### config.mk
export PLATFORM = sky130hd
export DESIGN_NAME = multi_cycle_controller
export DESIGN_NICKNAME = d
export VERILOG_FILES = /design/src/rtl/mc_ctrl_pkg.sv /design/src/rtl/mc_alu_decoder.sv /design/src/rtl/multi_cycle_controller.sv
export SDC_FILE = /design/constraint.sdc
export NUM_CORES = 1
export LEC_CHECK = 0
export ABC_AREA = 1
export CORE_ASPECT_RATIO = 0.9
export CORE_MARGIN = 2
export CORE_UTILIZATION = 38
export DETAILED_ROUTE_END_ITERATION = 16
export PLACE_DENSITY = 0.79
export SLEW_MARGIN = 40
export SYNTH_ARGS = -nofsm -noshare
export SYNTH_HDL_FRONTEND = slang
export SYNTH_SLANG_ARGS = --single-unit
export TNS_END_PERCENT = 5
### constraint.sdc
create_clock -name clk -period 1.3 [get_ports clk]
set_input_delay 0.13 -clock clk [delete_from_list [all_inputs] [get_ports clk]]
set_output_delay 0.13 -clock clk [all_outputs]
set_load 0.05 [all_outputs]
### src/rtl/mc_ctrl_pkg.sv
// mc_ctrl_pkg
// Shared definitions for the RV32 multicycle main controller: FSM state
// enumeration, opcode constants and the encodings of every datapath select
// driven by the controller.
// Optional feature macro used by the controller: MC_AUIPC_EN (AUIPC support).
package mc_ctrl_pkg;

   // Controller states, one per datapath cycle
   typedef enum logic [3:0] {
      st_fetch,
      st_decode,
      st_memadr,
      st_memread,
      st_memwb,
      st_memwrite,
      st_execr,
      st_execi,
      st_aluwb,
      st_branch,
      st_jal,
      st_jalr,
      st_lui,
      st_auipc,
      st_halt
   } mc_state_e;

   // RV32 opcodes
   localparam logic [6:0] op_load   = 7'b0000011;
   localparam logic [6:0] op_store  = 7'b0100011;
   localparam logic [6:0] op_rtype  = 7'b0110011;
   localparam logic [6:0] op_itype  = 7'b0010011;
   localparam logic [6:0] op_branch = 7'b1100011;
   localparam logic [6:0] op_jal    = 7'b1101111;
   localparam logic [6:0] op_jalr   = 7'b1100111;
   localparam logic [6:0] op_lui    = 7'b0110111;
   localparam logic [6:0] op_auipc  = 7'b0010111;

   // ALUControl encodings
   localparam logic [2:0] alu_add  = 3'b000;
   localparam logic [2:0] alu_sub  = 3'b001;
   localparam logic [2:0] alu_and  = 3'b010;
   localparam logic [2:0] alu_or   = 3'b011;
   localparam logic [2:0] alu_slt  = 3'b100;
   localparam logic [2:0] alu_sltu = 3'b101;
   localparam logic [2:0] alu_xor  = 3'b110;
   localparam logic [2:0] alu_br   = 3'b111;

   // ImmSrc encodings
   localparam logic [2:0] imm_i = 3'b000;
   localparam logic [2:0] imm_s = 3'b001;
   localparam logic [2:0] imm_b = 3'b010;
   localparam logic [2:0] imm_j = 3'b011;
   localparam logic [2:0] imm_u = 3'b100;

   // ResultSrc encodings
   localparam logic [1:0] res_aluout    = 2'b00;
   localparam logic [1:0] res_data      = 2'b01;
   localparam logic [1:0] res_aluresult = 2'b10;
   localparam logic [1:0] res_immext    = 2'b11;

   // ALUSrcA encodings
   localparam logic [1:0] srca_pc    = 2'b00;
   localparam logic [1:0] srca_oldpc = 2'b01;
   localparam logic [1:0] srca_a     = 2'b10;

   // ALUSrcB encodings
   localparam logic [1:0] srcb_wd   = 2'b00;
   localparam logic [1:0] srcb_imm  = 2'b01;
   localparam logic [1:0] srcb_four = 2'b10;

endpackage

### src/rtl/mc_alu_decoder.sv
// mc_alu_decoder
// Combinational ALU decode for R-type and I-type arithmetic instructions.
// Ports:
//   op5        in  1 : OP[5]; 1 = R-type (funct7 checked), 0 = I-type
//   funct3     in  3 : instruction funct3
//   funct7     in  7 : instruction funct7
//   ALUControl out 3 : ALU operation
//   illegal    out 1 : encoding not supported (shifts, bad funct7)
module mc_alu_decoder
   import mc_ctrl_pkg::*;
(
   input  logic       op5,
   input  logic [2:0] funct3,
   input  logic [6:0] funct7,
   output logic [2:0] ALUControl,
   output logic       illegal
);

   logic f7_bad_s;

   // Non-zero funct7 only matters for R-type
   assign f7_bad_s = op5 & (funct7 != 7'b0000000);

   // funct3/funct7 to ALU operation map
   always_comb begin
      ALUControl = alu_add;
      illegal    = 1'b0;
      case (funct3)
         3'b000: begin
            if (!op5) begin
               ALUControl = alu_add;
            end else if (funct7 == 7'b0000000) begin
               ALUControl = alu_add;
            end else if (funct7 == 7'b0100000) begin
               ALUControl = alu_sub;
            end else begin
               illegal = 1'b1;
            end
         end
         3'b010: begin
            ALUControl = alu_slt;
            illegal    = f7_bad_s;
         end
         3'b011: begin
            ALUControl = alu_sltu;
            illegal    = f7_bad_s;
         end
         3'b100: begin
            ALUControl = alu_xor;
            illegal    = f7_bad_s;
         end
         3'b110: begin
            ALUControl = alu_or;
            illegal    = f7_bad_s;
         end
         3'b111: begin
            ALUControl = alu_and;
            illegal    = f7_bad_s;
         end
         // 001 and 101 are shifts, which this datapath does not implement
         default: begin
            illegal = 1'b1;
         end
      endcase
   end

endmodule

### src/rtl/multi_cycle_controller.sv
// multi_cycle_controller
// Main FSM of the RV32 multicycle CPU. Sequences the datapath one state per
// cycle and drives every write enable and mux select.
// Optional feature: define MC_AUIPC_EN to execute AUIPC (otherwise it halts).
// Ports:
//   clk, rst                 : clock, synchronous active-high reset
//   OP, funct3, funct7       : instruction fields (stable from DECODE onward)
//   Zero                     : ALU flag, branch taken when 1
//   regWrite, PCWrite, MemWrite, IRWrite, PC4Write : write enables
//   AdrSrc, WD3Src, ResultSrc, ALUSrcA, ALUSrcB, ImmSrc, ALUControl : selects
//   halt                     : sticky, set after an unsupported instruction
module multi_cycle_controller
   import mc_ctrl_pkg::*;
(
   input  logic       clk,
   input  logic       rst,
   input  logic [6:0] OP,
   input  logic [2:0] funct3,
   input  logic [6:0] funct7,
   input  logic       Zero,
   output logic       regWrite,
   output logic       PCWrite,
   output logic       MemWrite,
   output logic       IRWrite,
   output logic       PC4Write,
   output logic       AdrSrc,
   output logic       WD3Src,
   output logic [1:0] ResultSrc,
   output logic [1:0] ALUSrcA,
   output logic [1:0] ALUSrcB,
   output logic [2:0] ImmSrc,
   output logic [2:0] ALUControl,
   output logic       halt
);

   mc_state_e  state_r;
   mc_state_e  decode_next_s;
   logic [2:0] dec_alu_s;
   logic       dec_illegal_s;

   mc_alu_decoder u_alu_decoder (
      .op5        (OP[5]),
      .funct3     (funct3),
      .funct7     (funct7),
      .ALUControl (dec_alu_s),
      .illegal    (dec_illegal_s)
   );

   // Opcode dispatch out of DECODE; illegal ALU encodings go to HALT
   always_comb begin
      decode_next_s = st_halt;
      case (OP)
         op_load, op_store: decode_next_s = st_memadr;
         op_rtype:          decode_next_s = dec_illegal_s ? st_halt : st_execr;
         op_itype:          decode_next_s = dec_illegal_s ? st_halt : st_execi;
         op_branch:         decode_next_s = st_branch;
         op_jal:            decode_next_s = st_jal;
         op_jalr:           decode_next_s = st_jalr;
         op_lui:            decode_next_s = st_lui;
`ifdef MC_AUIPC_EN
         op_auipc:          decode_next_s = st_auipc;
`else
`endif
         default:           decode_next_s = st_halt;
      endcase
   end

   // State register; unknown encodings fall into HALT
   always_ff @(posedge clk) begin
      if (rst) begin
         state_r <= st_fetch;
      end else begin
         case (state_r)
            st_fetch:    state_r <= st_decode;
            st_decode:   state_r <= decode_next_s;
            st_memadr:   state_r <= OP[5] ? st_memwrite : st_memread;
            st_memread:  state_r <= st_memwb;
            st_execr,
            st_execi,
            st_auipc:    state_r <= st_aluwb;
            st_memwb,
            st_memwrite,
            st_aluwb,
            st_branch,
            st_jal,
            st_jalr,
            st_lui:      state_r <= st_fetch;
            st_halt:     state_r <= st_halt;
            default:     state_r <= st_halt;
         endcase
      end
   end

   // Moore output decode from the state register. Outputs must be valid in
   // the same cycle the state is entered, and PCWrite in BRANCH follows Zero
   // within the cycle, so this decode is not delayed by another register.
   // While rst is high everything is forced to zero, so an instruction
   // aborted by reset performs no further writes.
   always_comb begin
      regWrite   = 1'b0;
      PCWrite    = 1'b0;
      MemWrite   = 1'b0;
      IRWrite    = 1'b0;
      PC4Write   = 1'b0;
      AdrSrc     = 1'b0;
      WD3Src     = 1'b0;
      ResultSrc  = res_aluout;
      ALUSrcA    = srca_pc;
      ALUSrcB    = srcb_wd;
      ImmSrc     = imm_i;
      ALUControl = alu_add;
      halt       = 1'b0;
      if (rst) begin
         halt = 1'b0;
      end else begin
         case (state_r)
            st_fetch: begin
               IRWrite   = 1'b1;
               ALUSrcB   = srcb_four;
               ResultSrc = res_aluresult;
               PCWrite   = 1'b1;
               PC4Write  = 1'b1;
            end
            // Branch target is computed speculatively into ALUOut
            st_decode: begin
               ALUSrcA = srca_oldpc;
               ALUSrcB = srcb_imm;
               ImmSrc  = imm_b;
            end
            st_memadr: begin
               ALUSrcA = srca_a;
               ALUSrcB = srcb_imm;
               ImmSrc  = OP[5] ? imm_s : imm_i;
            end
            st_memread: begin
               AdrSrc = 1'b1;
            end
            st_memwb: begin
               ResultSrc = res_data;
               regWrite  = 1'b1;
            end
            st_memwrite: begin
               AdrSrc   = 1'b1;
               MemWrite = 1'b1;
            end
            st_execr: begin
               ALUSrcA    = srca_a;
               ALUControl = dec_alu_s;
            end
            st_execi: begin
               ALUSrcA    = srca_a;
               ALUSrcB    = srcb_imm;
               ALUControl = dec_alu_s;
            end
            st_aluwb: begin
               regWrite = 1'b1;
            end
            st_branch: begin
               ALUSrcA    = srca_a;
               ALUControl = alu_br;
               PCWrite    = Zero;
            end
            st_jal: begin
               ALUSrcA   = srca_oldpc;
               ALUSrcB   = srcb_imm;
               ImmSrc    = imm_j;
               ResultSrc = res_aluresult;
               PCWrite   = 1'b1;
               regWrite  = 1'b1;
               WD3Src    = 1'b1;
            end
            // rd==rs1 is safe: A was latched in DECODE, before the write
            st_jalr: begin
               ALUSrcA   = srca_a;
               ALUSrcB   = srcb_imm;
               ImmSrc    = imm_i;
               ResultSrc = res_aluresult;
               PCWrite   = 1'b1;
               regWrite  = 1'b1;
               WD3Src    = 1'b1;
            end
            st_lui: begin
               ImmSrc    = imm_u;
               ResultSrc = res_immext;
               regWrite  = 1'b1;
            end
            st_auipc: begin
               ALUSrcA = srca_oldpc;
               ALUSrcB = srcb_imm;
               ImmSrc  = imm_u;
            end
            st_halt: begin
               halt = 1'b1;
            end
            default: begin
               halt = 1'b1;
            end
         endcase
      end
   end

endmodule

==> results.json, run 1 <==
{
  "rows": 14,
  "status": "aborted with a tool error",
  "hpwl_um": 2650,
  "die_w_um": 49.9,
  "initial_core_util": 0.416,
  "die_h_um": 45.3,
  "avgSynthCellArea_um2": 5.34,
  "netlist_instances": 135,
  "cts_max_level": 1,
  "clock-root-buffer": "clkbuf_4",
  "clk_path_buf_depth": 2,
  "yosysWarnings": 0,
  "cts_resized": 54,
  "cts_made_buffers": 3,
  "dpl_cell_area_mm2": 0.00156,
  "synth-seq-cells": 4,
  "error": "[ERROR DPL-0038] Utilization greater than 100%, impossible to legalize",
  "synth_cell_types": 25,
  "numPortBuffers": 39,
  "lastStage": "4_1_cts",
  "hold_buffers": 0,
  "io_pins": 40,
  "post_cts.repair.setup_buffers": 9,
  "yosysSeqAreaShare": 0.111,
  "clkSinkCount": 4,
  "syn_nets": 155,
  "gp_congestion": 0.855,
  "syn_area_um2": 721
}
## cell families after synthesis
| logic type | Yosys count | synth area share |
|---|---|---|
| flip-flops | 4 | 0.111 |
| AND/OR/NAND/NOR | 75 | 0.483 |
| AO/OA/AOI/OAI | 25 | 0.208 |
| buffers and inverters | 31 | 0.198 |
## metrics by stage
step	setup slack, ps	utilization	instances
3_5_place_dp	-358	0.898	221
3_3_place_gp	-296	0.898	221
2_1_floorplan	-409	-	135
## synth_stat cells
library cell,n,share of area
a31oi_1,1,0.0087
inv_2,10,0.052
a21oi_2,1,0.012
buf_4,3,0.031
nor3_4,1,0.023
nor2_4,3,0.047
buf_6,2,0.031
o21ai_1,2,0.014
o211ai_2,1,0.017
a21oi_1,13,0.090
nand2_2,1,0.0087
nand2_1,37,0.19
clkinv_1,1,0.0052
a21o_1,1,0.010
a31o_2,1,0.012
o211ai_1,1,0.010
o21ai_0,3,0.021
nand3_1,8,0.056
inv_1,15,0.078
nor3_2,2,0.028
nor3_1,3,0.021
dfxtp_1,4,0.11
nor2_1,19,0.099
a41oi_1,1,0.012
nor2_2,1,0.0087
==> run 2: changes to the inputs <==
- CORE_AREA: unset -> 2 2 63 65
- CORE_ASPECT_RATIO: 0.9 -> unset
- CORE_MARGIN: 2 -> unset
- CORE_UTILIZATION: 38 -> unset
- DIE_AREA: unset -> 0 0 65 67
- PLACE_DENSITY: 0.79 -> unset
- PLACE_DENSITY_LB_ADDON: unset -> 0.15
==> run 2 against run 1 <==
Effect of this change: area after synthesis unchanged; synthesized cell count unchanged; the flow now finishes, with violations (negative setup slack).
==> results.json, run 2 <==
{
  "period_share": 1.18,
  "cts_max_level": 1,
  "synth_cell_types": 25,
  "synth_mux_area_frac": 0,
  "p_leak_nw": 0.910,
  "cp_num_buf_inv": 3,
  "rsz0062_at_grt": "true",
  "yosys.area_share.xor_xnor": 0,
  "netlist_instances": 135,
  "overflow": 0,
  "final_cells": 273,
  "vias": 1183,
  "final_nets": 247,
  "dieArea_mm2": 0.00436,
  "clk_path_buf_depth": 2,
  "grt_util_all_layers": 0.142,
  "clk_latency_ps": 210,
  "synth_area_leaders": "nand2_1 19%, dfxtp_1 11%, nor2_1 9.9%, a21oi_1 9.0%, inv_1 7.8%",
  "critPathLaunchType": "flop",
  "finalSetupTns_ps": -2920,
  "postRouteAntennaNets": 0,
  "max_slew.worst_pin.slew_ps": 266,
  "ys.flop_type": "dfxtp_1",
  "hpwl_um": 2230,
  "cts_tree": "yes",
  "synth_top_family_by_area": "simple AND/OR/NAND/NOR gates",
  "cp.arrival_ps": 1410,
  "synth_compound_area_frac": 0.208,
  "synthSimpleGateAreaFrac": 0.483,
  "gp_congestion": 0.819,
  "skew_ps": 2.77,
  "largestRegisters": "state_r x4",
  "die_w_um": 65,
  "wl_um": 2840,
  "layout_setup_ws_ps": -239,
  "numPortBuffers": 39,
  "rows": 22,
  "max_slew_margin": 0.823,
  "synthAdderAreaFrac": 0,
  "largest_register_ffs": 4,
  "cp_top_family": "flip-flops",
  "hold_viol": 0,
  "synth_most_common_cell": "nand2_1",
  "finalSetupViolCount": 23,
  "syn_area_um2": 721,
  "synth-seq-cells": 4,
  "slowest_delay_ps": 360,
  "drv_cap": 0,
  "syn_nets": 155,
  "crit_fanout": 5,
  "area_growth_pct": 164,
  "status": "finished with violations",
  "yosysWarnings": 0,
  "peakVddDrop_uv": 306,
  "wl_per_cell_um": 10.4,
  "yosysSeqAreaShare": 0.111,
  "layout_commonest_cell": "buf_4",
  "synth_common_cells": "37 x nand2_1, 19 x nor2_1, 15 x inv_1",
  "synth_top_cell_by_area": "nand2_1",
  "crit_path_cell_trace": "nor2_4 -> inv_2 -> nor2_4 -> inv_2 -> a21oi_4 -> a21o_1 -> buf_12",
  "mostFrequentLayoutCells": "51 x buf_4, 32 x nand2_1, 20 x buf_12",
  "grt_pass1_vias": 1199,
  "die_h_um": 67,
  "fp.coreArea_mm2": 0.00361,
  "ys_async_sr_fraction": 0,
  "clkSinkCount": 4,
  "regMostFlops": "state_r",
  "drive_gt1_frac": 0.591,
  "final_util": 0.528,
  "io_pins": 40,
  "clock-root-buffer": "clkbuf_8",
  "synth_edf_count": 0,
  "drc": 0,
  "placedCellCount": 253,
  "drt_iter0_drc": 16,
  "worst_hold_slack_ps": 584,
  "num_antenna_cells": 0,
  "failed_checks": "negative setup slack",
  "worstHoldPathType": "in -> reg",
  "viasPerCell": 4.33,
  "slew_viol_final": 0,
  "cts_made_buffers": 3,
  "initial_core_util": 0.200,
  "required_ps": 1170,
  "hold_buffers": 0,
  "antenna_found_initial": 0,
  "n_fill_cell": 353,
  "max_freq_mhz": 650,
  "powerDensity_mw_per_mm2": 1080,
  "firstDrtPassIters": 4,
  "worstSetupEndpointType": "output port",
  "synth_top_area_frac": 0.193,
  "finalCriticalPeriod_ps": 1540,
  "grt_pass1_wl_um": 4930,
  "criticalPathCategory": "reg -> out",
  "avgSynthCellArea_um2": 5.34,
  "grt_max_degree": 8,
  "critical_path.slowest_cell": "dfxtp_4",
  "path_clk_slew_ps": 30
}
-- run 2: worst reg2reg max path, delay by kind of cell (launching register included) --
kind                   cells  cell delay, ps
buffers and inverters      5             600
DFF                        1             360
and+or+nand+nor            3             130
AOI/OAI and AO/OA          1             130
-- run 2: path summary, 6_finish.rpt --
check | start | end | slack, ps | cells past startpoint
worst min-delay path | rst | state_r[3] | 580 | 3
worst max-delay path | state_r[3] | ALUSrcA[0] | -240 | 7
worst max register to register | state_r[1] | state_r[1] | -30 | 9
worst min register to register | state_r[0] | state_r[0] | 710 | 4
-- run 2: through the flow --
step	worst slack (ps)	area, um^2	power, mW
after floorplan	-409	772	0.909
final	-239	1910	2.06
after global placement	-314	1650	1.61
after global routing	-322	1910	2.18
after detailed placement	-357	1650	1.61
after CTS	-274	1850	1.98
-- run 2: final cells by class --
class | count | area, um^2 | area share
repair buffers | 92 | 987 | 0.518
inverters | 26 | 98.8 | 0.0519
flip-flops and latches | 4 | 90.1 | 0.0473
clock buffers | 3 | 41.3 | 0.0217
well taps | 48 | 60.1 | 0.0315
multi-input cells | 100 | 628 | 0.330
-- run 2: what timing repair did --
action                     4_1_cts  5_1_grt
setup endpoints to repair       21       24
buffers inserted                14        3
pin swaps                       18        8
cloned                           0        0
gates resized for setup         37       11
-- run 2: cells by family after synthesis --
family,after synthesis
AO/OA/AOI/OAI,25
AND/OR/NAND/NOR,75
buffers and inverters,31
flip-flops,4
-- run 2: layer usage --
layer	global-route usage	wire, um	vias to the layer above
met4	0.0612	72	0
met2	0.289	1610	37
li1	-	-	603
met3	0.0135	102	6
met1	0.144	1050	537
met5	0	0	-
-- run 2: power breakdown --
group	internal, mW	switching, mW
clock	0.197	0.0601
sequential	0.161	0.0464
combinational	0.781	0.815
total	1.14	0.921
Power figures use the tool's default switching activity.
